==> config.mk <==
export PLATFORM = sky130hd
export DESIGN_NAME = display_scan_driver
export DESIGN_NICKNAME = d
export VERILOG_FILES = /design/src/rtl/display_scan_driver.sv
export SDC_FILE = /design/constraint.sdc
export NUM_CORES = 1
export LEC_CHECK = 0
export CELL_PAD_IN_SITES_DETAIL_PLACEMENT = 0
export CELL_PAD_IN_SITES_GLOBAL_PLACEMENT = 1
export CORE_MARGIN = 2
export CORE_UTILIZATION = 40
export CTS_BUF_LIST = sky130_fd_sc_hd__clkbuf_16
export DETAILED_ROUTE_END_ITERATION = 7
export PLACE_DENSITY = 0.81
export SYNTH_ARGS = -nofsm -noshare
export SYNTH_HDL_FRONTEND = slang
export SYNTH_SLANG_ARGS = --single-unit
==> constraint.sdc <==
create_clock -name clk -period 3.9 [get_ports clk]
set_input_delay 0.975 -clock clk [delete_from_list [all_inputs] [get_ports clk]]
set_output_delay 0.975 -clock clk [all_outputs]
set_load 0.02 [all_outputs]
==> src/rtl/display_scan_driver.sv <==
// display_scan_driver
// Converts a 14-bit binary result to four BCD digits with a sequential
// double-dabble, then scans them onto a 4-digit common-anode 7-segment
// display, one digit per next_data pulse. New results are committed only
// at frame boundaries, so a single frame never mixes old and new digits.
//
// Optional build macro: LEADING_ZERO_BLANK_EN
//   defined   -> digits above the most significant non-zero digit are blanked
//                (digit 0 and overflow dashes are always shown)
//   undefined -> all four digits are always shown
module display_scan_driver (
  input  logic        clk,
  input  logic        reset,
  input  logic        next_data,
  input  logic        load,
  input  logic [13:0] value,
  output logic        busy,
  output logic [3:0]  an,
  output logic [6:0]  seg
);

  localparam int NUM_BITS = 14;

  localparam logic [1:0] IDLE   = 2'd0;
  localparam logic [1:0] SHIFT  = 2'd1;
  localparam logic [1:0] COMMIT = 2'd2;

  // Internal digit codes: 0..9 are decimal digits, DASH marks overflow,
  // BLANK turns every segment off.
  localparam logic [3:0] CODE_DASH  = 4'hA;
  localparam logic [3:0] CODE_BLANK = 4'hF;

  localparam logic [3:0] LAST_SHIFT = 4'(NUM_BITS - 1);

  logic [1:0]          state;
  logic [NUM_BITS-1:0] bin_sr;
  logic [15:0]         bcd;
  logic [15:0]         bcd_adj;
  logic [3:0]          count;
  logic                ovf;

  logic [15:0]         pending;
  logic                pending_new;
  logic [15:0]         shadow;
  logic [1:0]          idx;

  logic                commit;
  logic [15:0]         commit_word;
  logic                frame_edge;
  logic [1:0]          idx_next;
  logic [15:0]         shadow_next;
  logic [3:0]          digit_code;
  logic [3:0]          shown_code;
  logic [3:0]          an_next;
  logic [6:0]          seg_next;

  // Active-low segment pattern {g,f,e,d,c,b,a} for an internal digit code.
  function automatic logic [6:0] decode(input logic [3:0] code);
    case (code)
      4'd0:      decode = 7'b1000000;
      4'd1:      decode = 7'b1111001;
      4'd2:      decode = 7'b0100100;
      4'd3:      decode = 7'b0110000;
      4'd4:      decode = 7'b0011001;
      4'd5:      decode = 7'b0010010;
      4'd6:      decode = 7'b0000010;
      4'd7:      decode = 7'b1111000;
      4'd8:      decode = 7'b0000000;
      4'd9:      decode = 7'b0010000;
      CODE_DASH: decode = 7'b0111111;
      default:   decode = 7'b1111111;
    endcase
  endfunction

  // Double-dabble correction: add 3 to every BCD nibble that is 5 or more.
  always_comb begin
    bcd_adj = bcd;
    for (int i = 0; i < 4; i++) begin
      if (bcd[4*i +: 4] >= 4'd5) begin
        bcd_adj[4*i +: 4] = bcd[4*i +: 4] + 4'd3;
      end
    end
  end

  // Converter FSM: latch on load, shift NUM_BITS times, then commit once.
  always_ff @(posedge clk or posedge reset) begin
    if (reset) begin
      state  <= IDLE;
      busy   <= 1'b0;
      bin_sr <= '0;
      bcd    <= '0;
      count  <= '0;
      ovf    <= 1'b0;
    end else begin
      case (state)
        IDLE: begin
          if (load) begin
            bin_sr <= value;
            bcd    <= '0;
            count  <= '0;
            ovf    <= (value > 14'd9999);
            busy   <= 1'b1;
            state  <= SHIFT;
          end
        end
        SHIFT: begin
          {bcd, bin_sr} <= {bcd_adj, bin_sr} << 1;
          count         <= count + 4'd1;
          if (count == LAST_SHIFT) begin
            state <= COMMIT;
          end
        end
        COMMIT: begin
          busy  <= 1'b0;
          state <= IDLE;
        end
        default: begin
          busy  <= 1'b0;
          state <= IDLE;
        end
      endcase
    end
  end

  // Commit strobe and the word it writes; overflow replaces all digits with dashes.
  always_comb begin
    commit      = (state == COMMIT);
    commit_word = ovf ? {4{CODE_DASH}} : bcd;
  end

  // Next scan position and the digit it will show, taken from the shadow as
  // it will be after a possible frame-boundary update on this edge.
  always_comb begin
    frame_edge  = next_data && (idx == 2'd3) && pending_new;
    idx_next    = idx + 2'd1;
    shadow_next = frame_edge ? pending : shadow;
    digit_code  = shadow_next[4*idx_next +: 4];
`ifdef LEADING_ZERO_BLANK_EN
    shown_code = digit_code;
    case (idx_next)
      2'd3: if (shadow_next[15:12] == 4'd0) shown_code = CODE_BLANK;
      2'd2: if (shadow_next[15:8]  == 8'd0) shown_code = CODE_BLANK;
      2'd1: if (shadow_next[15:4]  == 12'd0) shown_code = CODE_BLANK;
      default: shown_code = digit_code;
    endcase
`else
    shown_code = digit_code;
`endif
    an_next  = ~(4'b0001 << idx_next);
    seg_next = decode(shown_code);
  end

  // Scan registers, pending/shadow double buffer and frame-boundary hand-over.
  always_ff @(posedge clk or posedge reset) begin
    if (reset) begin
      pending     <= {4{CODE_BLANK}};
      pending_new <= 1'b0;
      shadow      <= {4{CODE_BLANK}};
      idx         <= 2'd0;
      an          <= 4'hF;
      seg         <= 7'h7F;
    end else begin
      if (next_data) begin
        idx <= idx_next;
        an  <= an_next;
        seg <= seg_next;
        if (frame_edge) begin
          shadow <= pending;
        end
      end
      if (commit) begin
        pending     <= commit_word;
        pending_new <= 1'b1;
      end else if (frame_edge) begin
        pending_new <= 1'b0;
      end
    end
  end

endmodule

==> flow_summary_export.csv <==
group,metric,value,unit
critical_path,slowest_stage,"mux4_2",
sta,worst_pin_slew,1.19,ns
cells_and_area,diodes,0,
global_routing,grt_start_max_net_pins,49,
cells_and_area,nets,473,
critical_path,crit_family,"multiplexers",
sta,clock_skew,0.00900,ns
route,wl_per_cell,14.6,microns
global_routing,grtUsageTotal,15.7,%
cells_and_area,fillers,1049,
synth,yosysTopAreaCellShare,25.8,%
synth,synth_edf_count,0,
sta,slew_violations,0,
critical_path,cp_max_fo,28,
cells_and_area,syn_to_final_growth,15.5,%
route,antenna_left,0,
floorplanning,io_pins,30,
critical_path,path_cells,"clkdlybuf4s50_1 -> buf_4 -> nand3_4 -> mux4_2 -> mux2_1 -> a31oi_1",
sta,post-route-period-util,75.6,%
critical_path,end_kind,"register",
sta,finalHoldViolCount,0,
synth,syn_inst,413,
clocking,cts.clk_slew.worst_paths,0.07,ns
run,drv_cap,0,
critical_path,path_class,"in -> reg",
synth,ys_top_cells_by_area,"dfstp_2 26%, dfrtp_1 23%, ha_1 5.7%",
placed_design,routabilityCongestion,0.804,
sta,setup_slack,0.951,ns
critical_path,slowest_delay,0.63,ns
floorplanning,rows,38,
cells_and_area,drive_above_1_share,21.1,%
clocking,cts_hold_buf,0,
synth,synthArstFlopShare,100,%
clocking,cts_num_sinks,84,
route,drt_iter0_markers,123,
placed_design,pre_cts_ws,0.610,ns
route,drcViolationCount,0,
synth,ys.flop_type,"dfstp_2",
synth,ys_types,47,
power_and_ir_drop,p_leak,2.14,nW
clocking,h-tree-depth,3,
global_routing,antenna_found_initial,0,
critical_path,cp_data_arrival_time,3.21,ns
critical_path,worstSetupStartpointType,"input port",
sta,relSlewSlack,20.2,%
power_and_ir_drop,irDropWorstVdd,392,uV
synth,synth_seq_cells,84,
sta,setup_tns,0,ns
sta,min_period,2.95,ns
global_routing,grt_pass1_wl,14.5,mm
synth,synthesis.area,0.00438,sq mm
sta,finalSetupViolCount,0,
route,drtPass1Iterations,4,
global_routing,overflow,0,
clocking,ctsResizeCount,0,
placed_design,port-buffer-count,29,
clocking,clock_latency,0.33,ns
clocking,cts_buffers,9,
synth,synth-seq-area-share,49.2,%
floorplanning,dieWidth,109,microns
outcome,outcome,"finished clean",
floorplanning,start_util,40.8,%
route,routed-via-count,3040,
placed_design,dp_hpwl,5.79,mm
synth,synth_area_leader_cell,"dfstp_2",
route,viasPerCell,5.24,
synth,yosysWarnings,0,
global_routing,grt_pass1_vias,2970,
clocking,post_cts_buffers,0,
sta,fmax,0.339,GHz
clocking,clockBufferDepth,2,
min_path,hold_class,"reg -> reg",
clocking,cts_tree,"yes",
synth,syn_avg_cell_area,10.6,sq um
floorplanning,design.core.area,0.0107,sq mm
sta,rsz0062_at_grt,"false",
synth,mappedNetlistNets,451,
floorplanning,dieHeight,109,microns
power_and_ir_drop,power.density,712,mW/mm^2
critical_path,cp_data_required_time,4.16,ns
critical_path,path_buf_inv,2,
floorplanning,die_area,0.0118,sq mm
route,routed_wl,8.48,mm
clocking,cts-root-buf,"clkbuf_16",
[cells by family (layout without fill, tap and decap cells)]
kind of cell               Yosys count  count (layout)  synth area share, %
AOI/OAI and AO/OA                  100             100                 14.1
xor gates and xnor gates             7               7                 1.40
adders and majority gates           20              20                 5.71
buffers and inverters               44              71                 4.26
DFF                                 84              84                 49.2
muxes                               50              50                 13.7
and+or+nand+nor                    108             108                 11.6
[Yosys cell counts, types with 2 or more instances]
cell type  count
and2_1         4
mux2i_1       21
buf_6          2
o31ai_1        6
mux2_2        18
xor2_1         3
o21ai_0       46
a21oi_1       18
a31oi_1        3
nand2b_1       9
nor2_1        19
ha_1          20
clkbuf_1      17
mux4_2         5
a211oi_2       2
buf_2          2
inv_1         20
a22o_1         3
a41o_1         2
mux2_4         2
dfrtp_1       41
dfstp_2       43
mux2_1         4
a22oi_1       11
nor3_1         7
nand3_1        7
nand2_1       47
nor2b_1        9
xnor2_1        4
[per-layer routing]
| layer | vias up | GRT usage (%) | wire length (microns) |
|---|---|---|---|
| li1 | 1487 | - | - |
| met2 | 43 | 26.6 | 4320 |
| met1 | 1500 | 19.9 | 3820 |
| met3 | 10 | 3.23 | 234 |
| met5 | - | 0 | 0 |
| met4 | 0 | 5.59 | 106 |
[worst register-to-register path, stage by stage (launching register included)]
cell and delay [ns]:
dfrtp_1 0.40, buf_4 0.30, ha_1 0.28, and3_1 0.34
mux4_2 0.61, inv_1 0.11, ha_1 0.14, inv_1 0.04
mux2_4 0.27, a211oi_2 0.19
[where the power goes]
| part | switching [mW] | internal, mW |
|---|---|---|
| Clock | 0.343 | 0.427 |
| Combinational | 0.687 | 0.605 |
| Sequential | 0.302 | 1.24 |
[state kept, by name, indices dropped and copies added, names as in the netlist]
register     count
bin_sr          14
busy             1
bcd             16
shadow          16
seg              7
pending         16
idx              2
count            4
pending_new      1
state            2
an               4
ovf              1
[cell type report]
cell class | instances | area (sq um) | area share, %
clock buffers | 9 | 225 | 4.45
clock inverters | 7 | 42.5 | 0.841
well taps | 140 | 175 | 3.46
multi-input cells | 285 | 2040 | 40.3
repair buffers | 34 | 340 | 6.73
flip-flops and latches | 84 | 2160 | 42.6
inverters | 21 | 80.1 | 1.58
[worst paths after layout]
kind,startpoint,end,slack (ns),cells past startpoint
setup reg to reg,idx[0]$_DFFE_PP0P_,seg[0]$_DFFE_PP1P_,1.15,9
hold reg to reg,an[3]$_DFFE_PP1P_,an[3]$_DFFE_PP1P_,0.47,2
hold / removal,an[3]$_DFFE_PP1P_,an[3]$_DFFE_PP1P_,0.47,2
max in group asynchronous,reset,pending[10]$_DFFE_PP1P_,2.03,3
setup / recovery,next_data,seg[4]$_DFFE_PP1P_,0.95,6
min in group asynchronous,reset,count[1]$_DFFE_PP0P_,1.13,2
[per-stage QoR]
| stage | util [%] | std cells | hold WS [ns] | area [sq um] | total power [mW] |
|---|---|---|---|---|---|
| floorplan | - | 413 | 0.450 | 4380 | 2.50 |
| finish | 47.1 | 580 | 0.474 | 5060 | 3.60 |
| global route | 47.1 | 580 | 0.506 | 5060 | 3.89 |
| CTS | 47.1 | 580 | 0.481 | 5060 | 3.66 |
| detailed placement | 44.6 | 564 | 0.467 | 4790 | 2.87 |
| global placement | 44.6 | 564 | 0.453 | 4790 | 2.81 |
[layout by cell type (no fill, tap or decap), types with 2 or more instances in the layout]
cell type	count
a41o_1	2
mux2_2	18
xnor2_1	4
clkinvlp_4	3
inv_1	19
a211oi_2	2
ha_1	20
nor2b_1	9
a21oi_1	18
nand2_1	47
o21ai_0	46
nor2_1	19
o31ai_1	6
and2_1	4
clkdlybuf4s50_1	29
clkinv_1	3
buf_4	4
nand3_1	7
mux2_1	4
dfstp_2	43
a22oi_1	11
xor2_1	3
mux4_2	5
a31oi_1	3
nor3_1	7
mux2_4	2
dfrtp_1	41
mux2i_1	21
a22o_1	3
nand2b_1	9
clkbuf_16	9
Note: power is estimated with default switching activity, not from simulation.
